### config.mk
export PLATFORM = sky130hd
export DESIGN_NAME = random_request_arbiter
export DESIGN_NICKNAME = d
export VERILOG_FILES = /design/src/rtl/random_request_arbiter_pkg.sv /design/src/rtl/random_request_arbiter_rr_picker.sv /design/src/rtl/random_request_arbiter.sv
export SDC_FILE = /design/constraint.sdc
export NUM_CORES = 1
export LEC_CHECK = 0
export CORE_UTILIZATION = 55
export CTS_BUF_LIST = sky130_fd_sc_hd__clkbuf_16
export DETAILED_ROUTE_END_ITERATION = 10
export PLACE_DENSITY = 0.86
export SYNTH_ARGS = -nofsm -noshare
export SYNTH_HDL_FRONTEND = slang
export SYNTH_SLANG_ARGS = --single-unit
### constraint.sdc
create_clock -name clk -period 51.1 [get_ports clk]
set_input_delay 10.22 -clock clk [delete_from_list [all_inputs] [get_ports clk]]
set_output_delay 10.22 -clock clk [all_outputs]
set_load 0.1 [all_outputs]
### src/rtl/random_request_arbiter_pkg.sv
// Shared types, default parameters and helpers for random_request_arbiter.
// Optional statistics outputs are enabled with RANDOM_ARB_STATS_EN.
package random_arb_pkg;

    localparam int unsigned DEF_N_REQ     = 4;
    localparam int unsigned DEF_RAND_W    = 15;
    localparam int unsigned DEF_OUT_W     = 10;
    localparam int unsigned DEF_MAX_RETRY = 4;
    localparam int unsigned BOUND_MAX_W   = 16;

    typedef enum logic [1:0] {
        IDLE   = 2'd0,
        SAMPLE = 2'd1,
        ACK    = 2'd2
    } arb_state_t;

    // Smallest all-ones mask (2^k)-1 with 2^k >= b; 0 and 1 both give mask 0.
    function automatic logic [BOUND_MAX_W-1:0] bound_mask(input logic [BOUND_MAX_W-1:0] b);
        logic [BOUND_MAX_W-1:0] m;
        m = '0;
        for (int unsigned k = 0; k < BOUND_MAX_W; k++) begin
            if ((17'(m) + 17'd1) < 17'(b)) begin
                m = {m[BOUND_MAX_W-2:0], 1'b1};
            end
        end
        return m;
    endfunction

endpackage

### src/rtl/random_request_arbiter_rr_picker.sv
// Combinational round-robin search: first set request bit at or after ptr,
// wrapping modulo N. Reusable for any shared resource.
module rr_picker #(
    parameter int unsigned N     = 4,
    parameter int unsigned IDX_W = $clog2(N)
) (
    input  logic [N-1:0]     req,
    input  logic [IDX_W-1:0] ptr,
    output logic [IDX_W-1:0] grant_c,
    output logic             valid_c
);

    int unsigned j;

    always_comb begin
        grant_c = '0;
        valid_c = 1'b0;
        j       = 0;
        for (int unsigned i = 0; i < N; i++) begin
            j = 32'(ptr) + i;
            if (j >= N) begin
                j = j - N;
            end
            if (!valid_c && req[IDX_W'(j)]) begin
                valid_c = 1'b1;
                grant_c = IDX_W'(j);
            end
        end
    end

endmodule

### src/rtl/random_request_arbiter.sv
// Round-robin sharing of a free-running random word; each grant returns a value
// in [0, bound-1] via masked rejection sampling. Stats ports: RANDOM_ARB_STATS_EN.
module random_request_arbiter
    import random_arb_pkg::*;
#(
    parameter  int unsigned N_REQ     = DEF_N_REQ,
    parameter  int unsigned RAND_W    = DEF_RAND_W,
    parameter  int unsigned OUT_W     = DEF_OUT_W,
    parameter  int unsigned MAX_RETRY = DEF_MAX_RETRY,
    localparam int unsigned IDX_W     = $clog2(N_REQ),
    localparam int unsigned RETRY_W   = $clog2(MAX_RETRY) + 1
) (
    input  logic                        clk,
    input  logic                        rst,
    input  logic [RAND_W-1:0]           rand_in,
    input  logic [N_REQ-1:0]            req,
    input  logic [N_REQ-1:0][OUT_W-1:0] bound,
    output logic [N_REQ-1:0]            ack,
    output logic [OUT_W-1:0]            rnd_out,
    output logic                        busy
`ifdef RANDOM_ARB_STATS_EN
    ,
    output logic [15:0]                 fallback_cnt,
    output logic [RETRY_W-1:0]          last_retries
`endif
);

    arb_state_t         state_q, state_d;
    logic [IDX_W-1:0]   idx_q, idx_d;
    logic [IDX_W-1:0]   ptr_q, ptr_d;
    logic [OUT_W-1:0]   bnd_q, bnd_d;
    logic [OUT_W-1:0]   mask_q, mask_d;
    logic [RETRY_W-1:0] retry_q, retry_d;
    logic [N_REQ-1:0]   ack_d;
    logic [OUT_W-1:0]   rnd_d;
    logic               busy_d;

    logic [IDX_W-1:0]   pick_idx_c;
    logic               pick_valid_c;
    logic [OUT_W-1:0]   m_c;
    logic               last_try_c;

    rr_picker #(
        .N     (N_REQ),
        .IDX_W (IDX_W)
    ) u_rr_picker (
        .req     (req),
        .ptr     (ptr_q),
        .grant_c (pick_idx_c),
        .valid_c (pick_valid_c)
    );

    assign m_c        = rand_in[OUT_W-1:0] & mask_q;
    assign last_try_c = (retry_q == RETRY_W'(MAX_RETRY - 1));

    generate
        if (RAND_W > OUT_W) begin : g_rand_hi
            logic unused_rand_hi;
            assign unused_rand_hi = ^rand_in[RAND_W-1:OUT_W];
        end
    endgenerate

    // State register
    always_ff @(posedge clk) begin
        if (rst) begin
            state_q <= IDLE;
        end else begin
            state_q <= state_d;
        end
    end

    // Next-state and datapath next values
    always_comb begin
        state_d = state_q;
        idx_d   = idx_q;
        ptr_d   = ptr_q;
        bnd_d   = bnd_q;
        mask_d  = mask_q;
        retry_d = retry_q;
        rnd_d   = rnd_out;
        ack_d   = '0;

        case (state_q)
            IDLE: begin
                if (pick_valid_c) begin
                    idx_d   = pick_idx_c;
                    bnd_d   = bound[pick_idx_c];
                    mask_d  = OUT_W'(bound_mask(BOUND_MAX_W'(bound[pick_idx_c])));
                    retry_d = '0;
                    state_d = SAMPLE;
                end
            end
            SAMPLE: begin
                if (bnd_q <= OUT_W'(1)) begin
                    rnd_d   = '0;
                    ack_d   = N_REQ'(1) << idx_q;
                    state_d = ACK;
                end else if (m_c < bnd_q) begin
                    rnd_d   = m_c;
                    ack_d   = N_REQ'(1) << idx_q;
                    state_d = ACK;
                end else if (last_try_c) begin
                    // mask < 2*bound, so m - bound is always inside the range
                    rnd_d   = m_c - bnd_q;
                    ack_d   = N_REQ'(1) << idx_q;
                    state_d = ACK;
                end else begin
                    retry_d = retry_q + RETRY_W'(1);
                end
            end
            ACK: begin
                ptr_d   = (idx_q == IDX_W'(N_REQ - 1)) ? '0 : idx_q + IDX_W'(1);
                state_d = IDLE;
            end
            default: begin
                state_d = IDLE;
            end
        endcase

        busy_d = (state_d != IDLE);
    end

    // Datapath and output registers
    always_ff @(posedge clk) begin
        if (rst) begin
            idx_q   <= '0;
            ptr_q   <= '0;
            bnd_q   <= '0;
            mask_q  <= '0;
            retry_q <= '0;
            ack     <= '0;
            rnd_out <= '0;
            busy    <= 1'b0;
        end else begin
            idx_q   <= idx_d;
            ptr_q   <= ptr_d;
            bnd_q   <= bnd_d;
            mask_q  <= mask_d;
            retry_q <= retry_d;
            ack     <= ack_d;
            rnd_out <= rnd_d;
            busy    <= busy_d;
        end
    end

`ifdef RANDOM_ARB_STATS_EN
    logic fallback_c;

    assign fallback_c = (state_q == SAMPLE) && (bnd_q > OUT_W'(1)) &&
                        (m_c >= bnd_q) && last_try_c;

    // Saturating fallback counter and retry count of the last transaction
    always_ff @(posedge clk) begin
        if (rst) begin
            fallback_cnt <= '0;
            last_retries <= '0;
        end else begin
            if (fallback_c && (fallback_cnt != 16'hFFFF)) begin
                fallback_cnt <= fallback_cnt + 16'd1;
            end
            if (state_q == ACK) begin
                last_retries <= retry_q;
            end
        end
    end
`endif

endmodule

# Word level (Yosys, flattened, before mapping)
# Cells that the tools add are included.
# W data, S select, Z words.
[classes]
add_sub_neg = 25
magnitude_cmp = 27
eq_ne = 8
shift = 1
muxes = 85
bitwise = 2
n_reduce_logical = 14
[ops]
columns = ["cell", "count"]
rows = [
  ["$mux W16", 44],
  ["$add A16 B1 Y17 const B", 15],
  ["$lt A17 B10 Y1", 15],
  ["$mux W10", 5],
  ["$mux W2", 13],
  ["$bmux W10 S2", 1],
  ["$lt A2 B3 Y1 const B", 5],
  ["$mux W3", 4],
  ["$mux W4", 3],
  ["$and A10 B10 Y10", 1],
  ["$le A10 B1 Y1 const B", 1],
  ["$lt A1 B10 Y1 const A", 1],
  ["$lt A10 B10 Y1", 1],
  ["$sub A10 B10 Y10", 1],
  ["$ge A3 B3 Y1 const B", 3],
  ["$mux W1", 9],
  ["$bmux W1 S2", 4],
  ["$ne A2 B2 Y1 const B", 4],
  ["$sub A2 B1 Y2 const B", 4],
  ["$add A2 B2 Y3 const B", 2],
  ["$pmux W3 S2", 1],
  ["$reduce_and A5 Y1", 1],
  ["$eq A2 B2 Y1 const B", 2],
  ["$pmux W2 S2", 1],
  ["15 further kinds", 21],
]
[word_totals]
reg_bits = 44
input_bits = 61
out_inout_bits = 15

# Logic depth before layout (Yosys ltp)
# Gate-level depths: netlist of the first run.
[logic_depth]
word_depth = 93
ltp_mapped = 224
mapped_depth_nobuf = 211

# By module
# From an unflattened synthesis of the first run, not the netlist that was laid out.
[hier_totals]
hier_cells = 1390
area_unflattened_um2 = 9979.6
[by_module_without_submodules]
columns = ["mod", "instances", "cells_each", "area_each_um2"]
rows = [
  ["random_request_arbiter", 1, 1375, 9902.0],
  ["rr_picker", 1, 15, 77.6],
]

# Worst setup path after synthesis of the first run
# OpenSTA, ideal clock, no wires.
[synth_path]
path_type = "input -> register"
from = "input req[0]"
to = "register mask_q[5]"
setup_time_ns = 0.128
arrival_time_ns = 48.586
slack_ns = 2.387
path_stages = 215
path_buffers = 14
path_cell_list = "nor2b_1 -> o21bai_1 -> nand2_2 -> clkbuf_1 -> nand2_1 -> nand3_1 -> nand2_1 -> nand3_1 -> or2_2 -> ha_1 -> ha_1 -> o21ai_0 -> nand2b_1 -> nand4_1 -> and2_1 -> or2_2 -> or2_2 -> nor2_1 -> [... 179 more ...] -> nor2_1 -> xnor2_1 -> nor2_1 -> a21oi_1 -> ha_1 -> a21o_1 -> a21o_1 -> a21oi_1 -> o21ai_0 -> a21o_1 -> a311oi_1 -> o311ai_1 -> or2_1 -> buf_6 -> buf_6 -> a211oi_1 -> a2bb2oi_1 -> nor2_1"
[synth_between]
elab_chain_len = 91
elab_cells_between_ends = 102
[synth_lines]
columns = ["item", "line_no", "rtl"]
rows = [
  ["start: declaration", "random_request_arbiter.sv:16", "input logic [N_REQ-1:0] req,"],
  ["$bmux W1 S2", "random_request_arbiter_rr_picker.sv:24", "if (!valid_c && req[IDX_W'(j)]) begin"],
  ["$mux W1 (not written as such)", "random_request_arbiter_rr_picker.sv:24", ""],
  ["$mux W1", "random_request_arbiter_rr_picker.sv:24", ""],
  ["$logic_not A1 Y1", "random_request_arbiter_rr_picker.sv:24", ""],
  ["$logic_and A1 B1 Y1", "random_request_arbiter_rr_picker.sv:24", ""],
  ["$mux W1", "random_request_arbiter_rr_picker.sv:24", ""],
  ["$logic_not A1 Y1", "random_request_arbiter_rr_picker.sv:24", ""],
  ["$logic_and A1 B1 Y1", "random_request_arbiter_rr_picker.sv:24", ""],
  ["[... 75 more ...]", "--", ""],
  ["$add A16 B1 Y17", "random_request_arbiter_pkg.sv:22", "if ((17'(m) + 17'd1) < 17'(b)) begin"],
  ["$lt A17 B10 Y1", "random_request_arbiter_pkg.sv:22", ""],
  ["$mux W16", "random_request_arbiter_pkg.sv:22", ""],
  ["$mux W16", "random_request_arbiter.sv:85", "if (pick_valid_c) begin"],
  ["$mux W16", "random_request_arbiter.sv:83", "case (state_q)"],
  ["$add A16 B1 Y17", "random_request_arbiter_pkg.sv:22", ""],
  ["$lt A17 B10 Y1", "random_request_arbiter_pkg.sv:22", ""],
  ["$mux W10", "random_request_arbiter_pkg.sv:22", ""],
  ["end signal: assignment", "random_request_arbiter.sv:138", "mask_q <= mask_d;"],
  ["end: declaration", "random_request_arbiter.sv:32", "logic [OUT_W-1:0] mask_q, mask_d;"],
]
# Several ways; a longest one is shown, not always the timed one. The select of a mux whose other input is x is not followed.
# A chain may end at the register's enable or synchronous reset.

# Worst setup path after layout of the first run
[layout_path]
from = "input req[2]"
to = "register mask_q[4]"
# Same word-level chain as after synthesis.

==> impl_summary.md, run 1 <==
Outcome
The run finished with clean final reports.

Clock tree
Counting along the longest clock path gives a buffer depth of 2. The tree built by TritonCTS fans out to 44 sinks. The latest clock arrival within the worst-skew pair is 280 ps. The clock transition time at the flip-flop clock pins of the worst setup and hold paths is 60 ps. The cell at the root of the clock tree is sky130_fd_sc_hd__clkbuf_16. The H-tree was split into 2 levels. The number of buffers inserted during clock tree synthesis is 5.

The CTS tree is done. The hold buffer count at CTS is 0.

Placed design
The congestion estimate from routability-driven global placement came to 0.961. The wire-length estimate of the detail-placed layout is 23,100 microns. The count of input and output buffers is 70. The count of placed standard cells including taps is 1,646.

Floorplanning
In this run the standard cell core region covers 17,400 sq um. The floorplan step defined a die boundary enclosing 18,300 sq um. The top-level I/O count is 76. The floorplan row count is 48. The overall die width is 135 microns. The initial cell density of the core is 0.564. Measured along the y axis, the die boundary spans 135 microns.

Routing
The via count is 11,100. The average wire per cell in the routed design is 18.8 microns. The detail route stage leaves a number of antenna-violating nets equal to 0.

The number of remaining DRC errors is 0. After the first detailed-routing iteration, the DRC count stood at 1,116. For this block, the routed nets add up to 31,400 microns of wire.

The detailed-router iteration count before antenna repair is 6. The number of vias per cell is 6.62.

STA
The clock period could shrink to 49,530 ps. The transition time at the pin with the least slew margin is 985 ps. The number of hold violations in the final report was 0.

For this run, the top clock speed supported by timing is 20.2 MHz. Between clock sinks in the finished design, the worst skew comes to 4.36 ps. In this run the tightest slew margin relative to its limit is 0.342. The number of failing setup endpoints in the final timing report is 0. The final-report max-slew violation count is 0. The final sum of negative setup slack is 0 ps. Of the available clock period, the critical path in the final layout requires 0.969.

Critical path
For the worst flop-to-flop path, the logic depth is 206. The worst register-to-register path begins at ptr_q[1]$_SDFFE_PP0N_. The critical path arrival is 49,730 ps. The worst-path cell with the longest stage delay is sky130_fd_sc_hd__or4b_2. The required time of the critical path is 51,290 ps. STA classifies the critical path startpoint as an input port. The highest fanout seen on the critical path is 12. The largest stage delay on the critical path is 700 ps. The critical path capture point type is a register. The setup check on the worst reg-to-reg path leaves a slack of 11,660 ps. Following the worst setup path forward leads to its endpoint at mask_q[4]$_SDFFE_PP0P_. The reg-to-reg endpoint is mask_q[4]$_SDFFE_PP0P_. The classification of the worst setup path is input port to register. The launching instance or port of the critical path is req[2].

The critical path crosses 207 cells after its start point. The critical path's most frequent cell is sky130_fd_sc_hd__a21o_1. The number of buffers and inverters on the critical path is 13. The largest delay contributor family on the critical path is compound AO/OA/AOI/OAI gates.

Finish
In the final layout, the share of cells above drive strength 1 is 0.185. At the end of the flow the core is filled with cells to 0.676. The filler-free cell count of the finished design is 1,675.

The final net count is 1,641. The synthesis-to-layout area growth is 19.9%. The number of antenna diodes in the final layout is 0.

Synthesis
The adder and majority gate portion of the synthesized area is 0.168. The share of synthesized area in the top cell type comes to 0.166. The number of synthesized flops with an enable pin is 0. The most common flop cell mapped by yosys is sky130_fd_sc_hd__dfxtp_1. Averaged over all synthesized cells, the footprint is 7.36 sq um. The number of standard cells after synthesis is 1,328. The post-synthesis share of cell area spent on xor and xnor gates is 0.0546. The share of the Yosys chip area taken by registers is 0.0901.

The cell type with the highest aggregate area in the netlist is sky130_fd_sc_hd__ha_1. The post-synthesis cell area is 9780 sq um. The dominant combinational cell family by area after synthesis is compound AO/OA/AOI/OAI gates. The count of warnings emitted by yosys is 0. The net count after synthesis is 1,520.

The fraction of the mapped netlist area in compound gates is 0.310. Yosys attributes the largest share of cell area to sky130_fd_sc_hd__ha_1 17%, sky130_fd_sc_hd__dfxtp_1 9.0%, sky130_fd_sc_hd__nand2_1 5.4%. Synthesis inferred 44 register bits. The number of different library cells in the post-synthesis netlist is 114. Counting flops with an async set or reset pin after synthesis yields a share of 0. Of the total synthesized cell area, the portion taken by AND, OR, NAND and NOR gates is 0.259.

The portion of netlist area occupied by mux cells is 0.0711.

Run
Across the run, the number of max-cap violations was 0.

Global routing
The total overflow left after global routing is 0. Entering global routing, the biggest net connects 41 pins. The initial antenna violation count is 0. The global-route wire length before repair is 48,600 microns.

The via count of the first global-routing pass is 9,961. In the global route stage, overall resource usage came out at 0.322.

Min path
The min-delay analysis places its worst path in the category register to register.
layout make-up:
type	instances	area, sq um
Multi-Input combinational cell	1180	8760
Fill cell	1378	5630
Clock buffer	5	125
Tap cell	225	282
Sequential cell	44	881
Clock inverter	3	42.5
Inverter	48	180
Timing Repair Buffer	170	1460
tightest hold or removal path: stages, from the launching register on:
cell and delay [ps]:
sky130_fd_sc_hd__dfxtp_1 310, sky130_fd_sc_hd__nand2_1 50, sky130_fd_sc_hd__a21oi_1 50
routing by layer:
layer | track usage | up-vias | wire length (microns)
li1 | - | 5209 | -
met5 | 0 | - | 0
met4 | 0.116 | 0 | 1120
met3 | 0.0318 | 104 | 2550
met2 | 0.542 | 563 | 14600
met1 | 0.425 | 5207 | 13200
worst min path at each step:
stage                                  startpoint                       to  slack [ps]  depth (start not counted)
final                     rnd_out[1]$_SDFFE_PP0P_  rnd_out[1]$_SDFFE_PP0P_         460                          2
after global routing      rnd_out[1]$_SDFFE_PP0P_  rnd_out[1]$_SDFFE_PP0P_         480                          2
after CTS                 rnd_out[1]$_SDFFE_PP0P_  rnd_out[1]$_SDFFE_PP0P_         460                          2
after detailed placement  rnd_out[4]$_SDFFE_PP0P_  rnd_out[4]$_SDFFE_PP0P_         450                          2
after global placement    rnd_out[1]$_SDFFE_PP0P_  rnd_out[1]$_SDFFE_PP0P_         440                          2
after floorplan            mask_q[3]$_SDFFE_PP0P_   mask_q[3]$_SDFFE_PP0P_         430                          2
repair_timing:
action                                  CTS  global route
setup buffers                             0            20
endpoints found under the setup margin    0            10
resized for setup                         0            68
cell usage after synthesis, types with 26 or more instances:
| master | n |
|---|---|
| sky130_fd_sc_hd__xnor2_1 | 37 |
| sky130_fd_sc_hd__inv_1 | 46 |
| sky130_fd_sc_hd__dfxtp_1 | 44 |
| sky130_fd_sc_hd__nand3_1 | 51 |
| sky130_fd_sc_hd__and2_1 | 28 |
| sky130_fd_sc_hd__mux2i_1 | 26 |
| sky130_fd_sc_hd__o21ai_0 | 70 |
| sky130_fd_sc_hd__a21o_1 | 62 |
| sky130_fd_sc_hd__a21oi_1 | 98 |
| sky130_fd_sc_hd__ha_1 | 130 |
| sky130_fd_sc_hd__nor2_1 | 122 |
| sky130_fd_sc_hd__nand2_1 | 140 |
| sky130_fd_sc_hd__mux2_2 | 29 |
| sky130_fd_sc_hd__clkbuf_1 | 31 |
cells in the final DEF, fill, tap and decap left out, types with 35 or more instances in the layout:
cell type / instances
sky130_fd_sc_hd__inv_1: 46
sky130_fd_sc_hd__buf_4: 98
sky130_fd_sc_hd__a21o_1: 62
sky130_fd_sc_hd__nand2_1: 140
sky130_fd_sc_hd__dfxtp_1: 44
sky130_fd_sc_hd__a21oi_1: 95
sky130_fd_sc_hd__clkdlybuf4s50_1: 69
sky130_fd_sc_hd__o21ai_0: 67
sky130_fd_sc_hd__nor2_1: 117
sky130_fd_sc_hd__xnor2_1: 35
sky130_fd_sc_hd__nand3_1: 50
sky130_fd_sc_hd__ha_1: 127
registers in the layout, indices dropped and copies added (netlist names):
signal	cells
bnd_q	10
mask_q	10
rnd_out	10
ack	4
retry_q	3
idx_q	2
ptr_q	2
state_q	2
busy	1
per-stage QoR:
step           cell area, sq um  hold slack (ps)  worst slack, ps
2_1_floorplan              9780              432             2390
3_3_place_gp              11100              442             1180
3_5_place_dp              11100              449              244
4_1_cts                   11300              459              351
5_1_grt                   11700              475             -514
6_report                  11700              457             1570
logic make-up (layout without fill, tap and decap cells):
family | Yosys count | count (layout)
adders and majority gates | 131 | 131
xor gates and xnor gates | 61 | 61
and+or+nand+nor | 503 | 504
buffers and inverters | 105 | 226
muxes | 61 | 61
AOI/OAI and AO/OA | 423 | 423
DFF | 44 | 44
Power of run 1 is not shown: default switching activity piles up to over one toggle a cycle in this logic, so the estimate is an artifact.
==> inputs of run 2 (changes only) <==
Settings changed: SETUP_SLACK_MARGIN from default to 0.1.
==> run 2 against run 1 <==
Wire length is essentially flat. Global-route usage is the same. Design area grew 0.25%. Sequential cell count is the same. Final cell count grew 0.12%. First-iteration DRC count shrank 0.27%. Via count shrank 0.31%. Critical path depth grew 2. Worst setup slack gained 67 ps. Worst hold slack is essentially flat. Clock skew shrank 0.68 ps. Critical path type unchanged. Highest routed layer unchanged.
==> impl_summary.md, run 2 (same netlist as run 1, synthesis figures left out) <==
Outcome
Outcome: complete, no violations (unchanged).

Clock tree
The CTS tree is done (unchanged). The maximum clock insertion buffer count is 2 (unchanged). The clock transition time at the flip-flop clock pins of the worst setup and hold paths was 60 ps (about the same). The number of H-tree levels was 2 (unchanged). The hold buffer count at CTS is 0 (unchanged). The number of buffers inserted during clock tree synthesis is 5 (unchanged).

The latest clock arrival within the worst-skew pair was 280 ps (about the same). The CTS sink count is 44 (unchanged). The cell at the root of the clock tree is sky130_fd_sc_hd__clkbuf_16 (unchanged).

Routing
The initial detailed-routing violation count was 1,113 (was 1,116). The via count was 11,000 (was 11,100). The remaining antenna violation count after routing came to 0 (unchanged).

The total detailed-routing wirelength is 31,400 microns (about the same). The detailed-router iteration count before antenna repair is 5 (was 6). The average wire per cell in the routed design is 18.7 microns (was 18.8 microns). The number of remaining DRC errors was 0 (unchanged). The number of vias per cell is 6.59 (was 6.62).

Finish
Registers with the most flip-flops: bnd_q (10), mask_q (10), rnd_out (10) (unchanged). Most frequent cells in the layout: 140 x sky130_fd_sc_hd__nand2_1, 127 x sky130_fd_sc_hd__ha_1, 117 x sky130_fd_sc_hd__nor2_1, 100 x sky130_fd_sc_hd__buf_4, 95 x sky130_fd_sc_hd__a21oi_1 (was 140 x sky130_fd_sc_hd__nand2_1, 127 x sky130_fd_sc_hd__ha_1, 117 x sky130_fd_sc_hd__nor2_1, 98 x sky130_fd_sc_hd__buf_4, 95 x sky130_fd_sc_hd__a21oi_1). The most common cell after layout, fill and taps aside was sky130_fd_sc_hd__nand2_1 (unchanged). The fraction of the core area covered by cells at the end of the flow is 0.677 (was 0.676). The final net count is 1,643 (was 1,641). The fraction of layout cells with a size suffix above 1 came to 0.187 (was 0.185). The number of diodes is 0 (unchanged).

The synthesis-to-layout area growth is 20.2% (was 19.9%).

Placed design
The count of input and output buffers is 70 (unchanged). The post-detailed-placement half-perimeter wirelength is 23,100 microns (unchanged). The placement-stage worst setup slack is 244 ps (unchanged). The placer's final routability congestion estimate came to 0.961 (unchanged).

Min path
The worst hold-check path type is register to register (unchanged).

STA
The final-report max-slew violation count is 0 (unchanged). The final sum of negative setup slack came to 0 ps (unchanged). The maximum achievable frequency was 20.2 MHz (about the same). The max-slew headroom at the worst pin came to 0.342 (about the same). The clock tree skew after final layout came to 3.68 ps (was 4.36 ps). The transition time at the pin with the least slew margin is 985 ps (about the same). The worst setup slack after layout is 1630 ps (was 1570 ps). The number of hold violations in the final report came to 0 (unchanged). The time the worst path needs with I/O delays and setup is 49,470 ps (was 49,530 ps). The final hold slack is 457 ps (about the same). The number of failing setup endpoints in the final timing report is 0 (unchanged). The fraction of the cycle the final worst path needs came to 0.968 (was 0.969).

Global routing
The via count of the first global-routing pass is 9,961 (unchanged). The initial antenna violation count is 0 (unchanged). The total routing resource utilization after global routing was 0.322 (unchanged).

The aggregate global routing overflow came to 0 (unchanged). The largest net degree at the start of global routing is 41 (unchanged). The global-route wire length before repair is 48,600 microns (unchanged).

Floorplanning
The core outline area came to 17,400 sq um (unchanged). The height of the die is 135 microns (unchanged). The overall die width is 135 microns (unchanged). The floorplan die area is 18,300 sq um (unchanged).

The top-level I/O count is 76 (unchanged). The initial cell density of the core is 0.564 (unchanged). The floorplan row count was 48 (unchanged).

Critical path
The kind of launch point of the worst setup path is an input port (unchanged). The classification of the worst setup path is input port to register (unchanged). The critical path's most frequent cell is sky130_fd_sc_hd__a21o_1 (unchanged).

The required time of the critical path came to 51,300 ps (was 51,290 ps). The largest stage delay on the critical path is 700 ps (about the same). The critical path arrival was 49,670 ps (was 49,730 ps). The critical path capture point type is a register (unchanged).

The worst-path cell with the longest stage delay is sky130_fd_sc_hd__or4b_2 (unchanged). The highest fanout seen on the critical path is 14 (was 12).

Run
The count of maximum capacitance violations was 0 (unchanged).
-- run 2: per-stage QoR --
| step | instances | cell area (sq um) |
|---|---|---|
| floorplan | 1328 | 9780 |
| global placement | 1646 | 11100 |
| detailed placement | 1646 | 11100 |
| CTS | 1654 | 11300 |
| global route | 1677 | 11800 |
| finish | 1677 | 11800 |
-- run 2: worst paths after layout --
kind,from,depth (start not counted),endpoint,slack (ps)
min,rnd_out[1]$_SDFFE_PP0P_,2,rnd_out[1]$_SDFFE_PP0P_,460
max reg2reg,ptr_q[1]$_SDFFE_PP0N_,208,mask_q[9]$_SDFFE_PP0P_,11700
max,req[2],209,mask_q[9]$_SDFFE_PP0P_,1630
min reg2reg,rnd_out[1]$_SDFFE_PP0P_,2,rnd_out[1]$_SDFFE_PP0P_,460
-- run 2: metal layers --
metal / vias up / global-route usage / part of all wire
met3: 102 / 0.0318 / 0.079
met5: - / 0 / 0
li1: 5207 / - / -
met2: 553 / 0.542 / 0.46
met1: 5187 / 0.425 / 0.42
met4: 0 / 0.116 / 0.034
-- run 2: worst max-delay path: cells and delay by family --
family                   cells  cell delay, ps
adder cells (fa/ha/maj)     26            6750
AO/OA/AOI/OAI               97           16720
AND/OR/NAND/NOR             56           10680
XOR/XNOR                    10            1580
multiplexers                 4            1160
buffers and inverters       16            2520
-- run 2: layout make-up --
| cell class | count | area [sq um] |
|---|---|---|
| clock buffers | 5 | 125 |
| flip-flops and latches | 44 | 881 |
| inverters | 48 | 180 |
| well taps | 225 | 282 |
| repair buffers | 172 | 1480 |
| multi-input cells | 1180 | 8770 |
| clock inverters | 3 | 42.5 |
| fillers | 1373 | 5600 |
-- run 2: what timing repair did --
action / 4_1_cts / 5_1_grt
setup endpoints to repair: 0 / 10
setup buffers: 0 / 22
resized for setup: 0 / 71
Power of run 2 is left out for the same reason.
==> inputs of run 3 (changes only) <==
Settings changed: CAP_MARGIN from default to 15, PLACE_DENSITY 0.86 to 0.79.
==> run 3 against run 2 <==
Core utilization down 0.40 points. Sequential share of layout area about the same. Fmax up 1.5%. Wire length down 3.9%. Via count down 3.0%. Sequential cell count unchanged. Non-clock buffer count up 6. Worst setup slack better by 740 ps. First-iteration DRC count down 24%. Critical path depth unchanged. Count of clock-buffer cells in the layout unchanged.
==> impl_summary.md, run 3 (same netlist as run 1, synthesis figures left out) <==
Global routing
The total routing resource utilization after global routing came to 0.319 (was 0.322). The via count of the first global-routing pass is 9,888 (was 9,961). The global-route wire length before repair was 48,000 microns (was 48,600 microns). The initial antenna violation count was 0 (unchanged).

The largest net degree at the start of global routing is 41 (unchanged). The aggregate global routing overflow was 0 (unchanged).

Critical path
The highest fanout seen on the critical path is 13 (was 14). The worst-path cell with the longest stage delay is sky130_fd_sc_hd__or4b_2 (unchanged). The launching instance or port of the critical path was req[0] (was req[2]). The critical path's most frequent cell is sky130_fd_sc_hd__a21o_1 (unchanged). The largest stage delay on the critical path is 640 ps (was 700 ps). The largest delay contributor family on the critical path is compound AO/OA/AOI/OAI gates (unchanged). The classification of the worst setup path is input port to register (unchanged). The critical path capture point type is a register (unchanged).

The critical path arrival is 48,930 ps (was 49,670 ps). The reg-to-reg startpoint is ptr_q[1]$_SDFFE_PP0N_ (unchanged). The required time of the critical path was 51,300 ps (about the same). The buffers plus inverters on the worst setup path is 17 (was 16). The kind of launch point of the worst setup path is an input port (unchanged). The setup slack of the most critical reg-to-reg path is 12,100 ps (was 11,700 ps).

Routing
The average wire per cell in the routed design was 17.9 microns (was 18.7 microns). The number of vias per cell is 6.37 (was 6.59). The detailed-router iteration count before antenna repair was 5 (unchanged). The number of remaining DRC errors is 0 (unchanged). The via count is 10,700 (was 11,000). The remaining antenna violation count after routing is 0 (unchanged). The initial detailed-routing violation count came to 849 (was 1,113). The total detailed-routing wirelength was 30,200 microns (was 31,400 microns).

STA
The transition time at the pin with the least slew margin is 975 ps (was 985 ps). The final-report max-slew violation count was 0 (unchanged). The clock tree skew after final layout came to 5.63 ps (was 3.68 ps). The maximum achievable frequency came to 20.5 MHz (was 20.2 MHz). The time the worst path needs with I/O delays and setup is 48,720 ps (was 49,470 ps). The number of failing setup endpoints in the final timing report is 0 (unchanged). The number of hold violations in the final report came to 0 (unchanged). The fraction of the cycle the final worst path needs is 0.954 (was 0.968).

The final hold slack is 451 ps (was 457 ps). The max-slew headroom at the worst pin came to 0.348 (was 0.342).

Clock tree
The maximum clock insertion buffer count is 2 (unchanged). The cell at the root of the clock tree was sky130_fd_sc_hd__clkbuf_16 (unchanged). The number of buffers inserted during clock tree synthesis came to 5 (unchanged). The clock transition time at the flip-flop clock pins of the worst setup and hold paths is 60 ps (about the same). The hold buffer count at CTS is 0 (unchanged). The number of H-tree levels is 2 (unchanged).

The CTS tree is done (unchanged). The latest clock arrival within the worst-skew pair was 280 ps (about the same). The CTS sink count was 44 (unchanged).

Finish
The final net count is 1,649 (was 1,643). The area of all placed cells without fillers is 11,700 sq um (was 11,800 sq um). Registers with the most flip-flops: bnd_q (10), mask_q (10), rnd_out (10) (unchanged).

The fraction of layout cells with a size suffix above 1 is 0.186 (was 0.187). The fraction of the core area covered by cells at the end of the flow is 0.673 (was 0.677). The number of diodes is 0 (unchanged). The synthesis-to-layout area growth is 19.5% (was 20.2%).

The most common cell after layout, fill and taps aside is sky130_fd_sc_hd__nand2_1 (unchanged). The filler-free cell count of the finished design was 1,683 (was 1,677). Most frequent cells in the layout: 140 x sky130_fd_sc_hd__nand2_1, 128 x sky130_fd_sc_hd__ha_1, 117 x sky130_fd_sc_hd__nor2_1, 108 x sky130_fd_sc_hd__buf_4, 94 x sky130_fd_sc_hd__a21oi_1 (was 140 x sky130_fd_sc_hd__nand2_1, 127 x sky130_fd_sc_hd__ha_1, 117 x sky130_fd_sc_hd__nor2_1, 100 x sky130_fd_sc_hd__buf_4, 95 x sky130_fd_sc_hd__a21oi_1).

Placed design
The post-detailed-placement half-perimeter wirelength is 23,100 microns (about the same). The placer's final routability congestion estimate came to 0.944 (was 0.961). The count of input and output buffers was 70 (unchanged). The post-placement cell area is 11,200 sq um (was 11,100 sq um). The count of placed standard cells including taps came to 1,658 (was 1,646).

Outcome
Outcome: complete, no violations (unchanged).

Floorplanning
The top-level I/O count was 76 (unchanged). The height of the die was 135 microns (unchanged). The floorplan row count is 48 (unchanged). The floorplan die area is 18,300 sq um (unchanged). The initial cell density of the core is 0.564 (unchanged). The overall die width is 135 microns (unchanged).

The core outline area is 17,400 sq um (unchanged).

Min path
The worst hold-check path type is register to register (unchanged). The launch point of the worst hold path is rnd_out[9]$_SDFFE_PP0P_ (was rnd_out[1]$_SDFFE_PP0P_).

Run
The count of maximum capacitance violations is 0 (unchanged).
-- run 3: metrics by stage --
step           setup WS (ps)  setup TNS, ps
3_5_place_dp             515              0
6_report                2380              0
4_1_cts                  625              0
5_1_grt                -7.92          -7.92
3_3_place_gp            1230              0
2_1_floorplan           2390              0
-- run 3: final timing paths --
| check | cells after the start | to |
|---|---|---|
| max reg2reg | 208 | mask_q[9]$_SDFFE_PP0P_ |
| min reg2reg | 2 | rnd_out[9]$_SDFFE_PP0P_ |
| max | 209 | mask_q[9]$_SDFFE_PP0P_ |
| min | 2 | rnd_out[9]$_SDFFE_PP0P_ |
-- run 3: worst register-to-register path, delay by kind of cell, from the launching register on --
kind                       cells  cell delay (ps)
xor gates and xnor gates      11             1720
buffers and inverters         15             2110
and+or+nand+nor               56             8870
DFF                            1              450
AOI/OAI and AO/OA             96            17780
muxes                          5             1320
adders and majority gates     25             6630
-- run 3: repair_timing --
| action | 4_1_cts | 5_1_grt |
|---|---|---|
| resized for setup | 0 | 61 |
| setup buffers | 0 | 16 |
| endpoints found under the setup margin | 0 | 10 |
-- run 3: cell type report --
class | instances | area (sq um)
Clock inverter | 3 | 13.8
Multi-Input combinational cell | 1180 | 8690
Inverter | 48 | 180
Fill cell | 1461 | 5670
Tap cell | 225 | 282
Clock buffer | 5 | 125
Sequential cell | 44 | 881
Timing Repair Buffer | 178 | 1510
-- run 3: metal layers --
layer	routed length, microns	GRT usage	vias up
met5	0	0	-
met4	650	0.105	0
met3	1890	0.0247	49
met2	14100	0.541	393
met1	13500	0.424	5055
li1	-	-	5225
Power of run 3 is left out for the same reason.
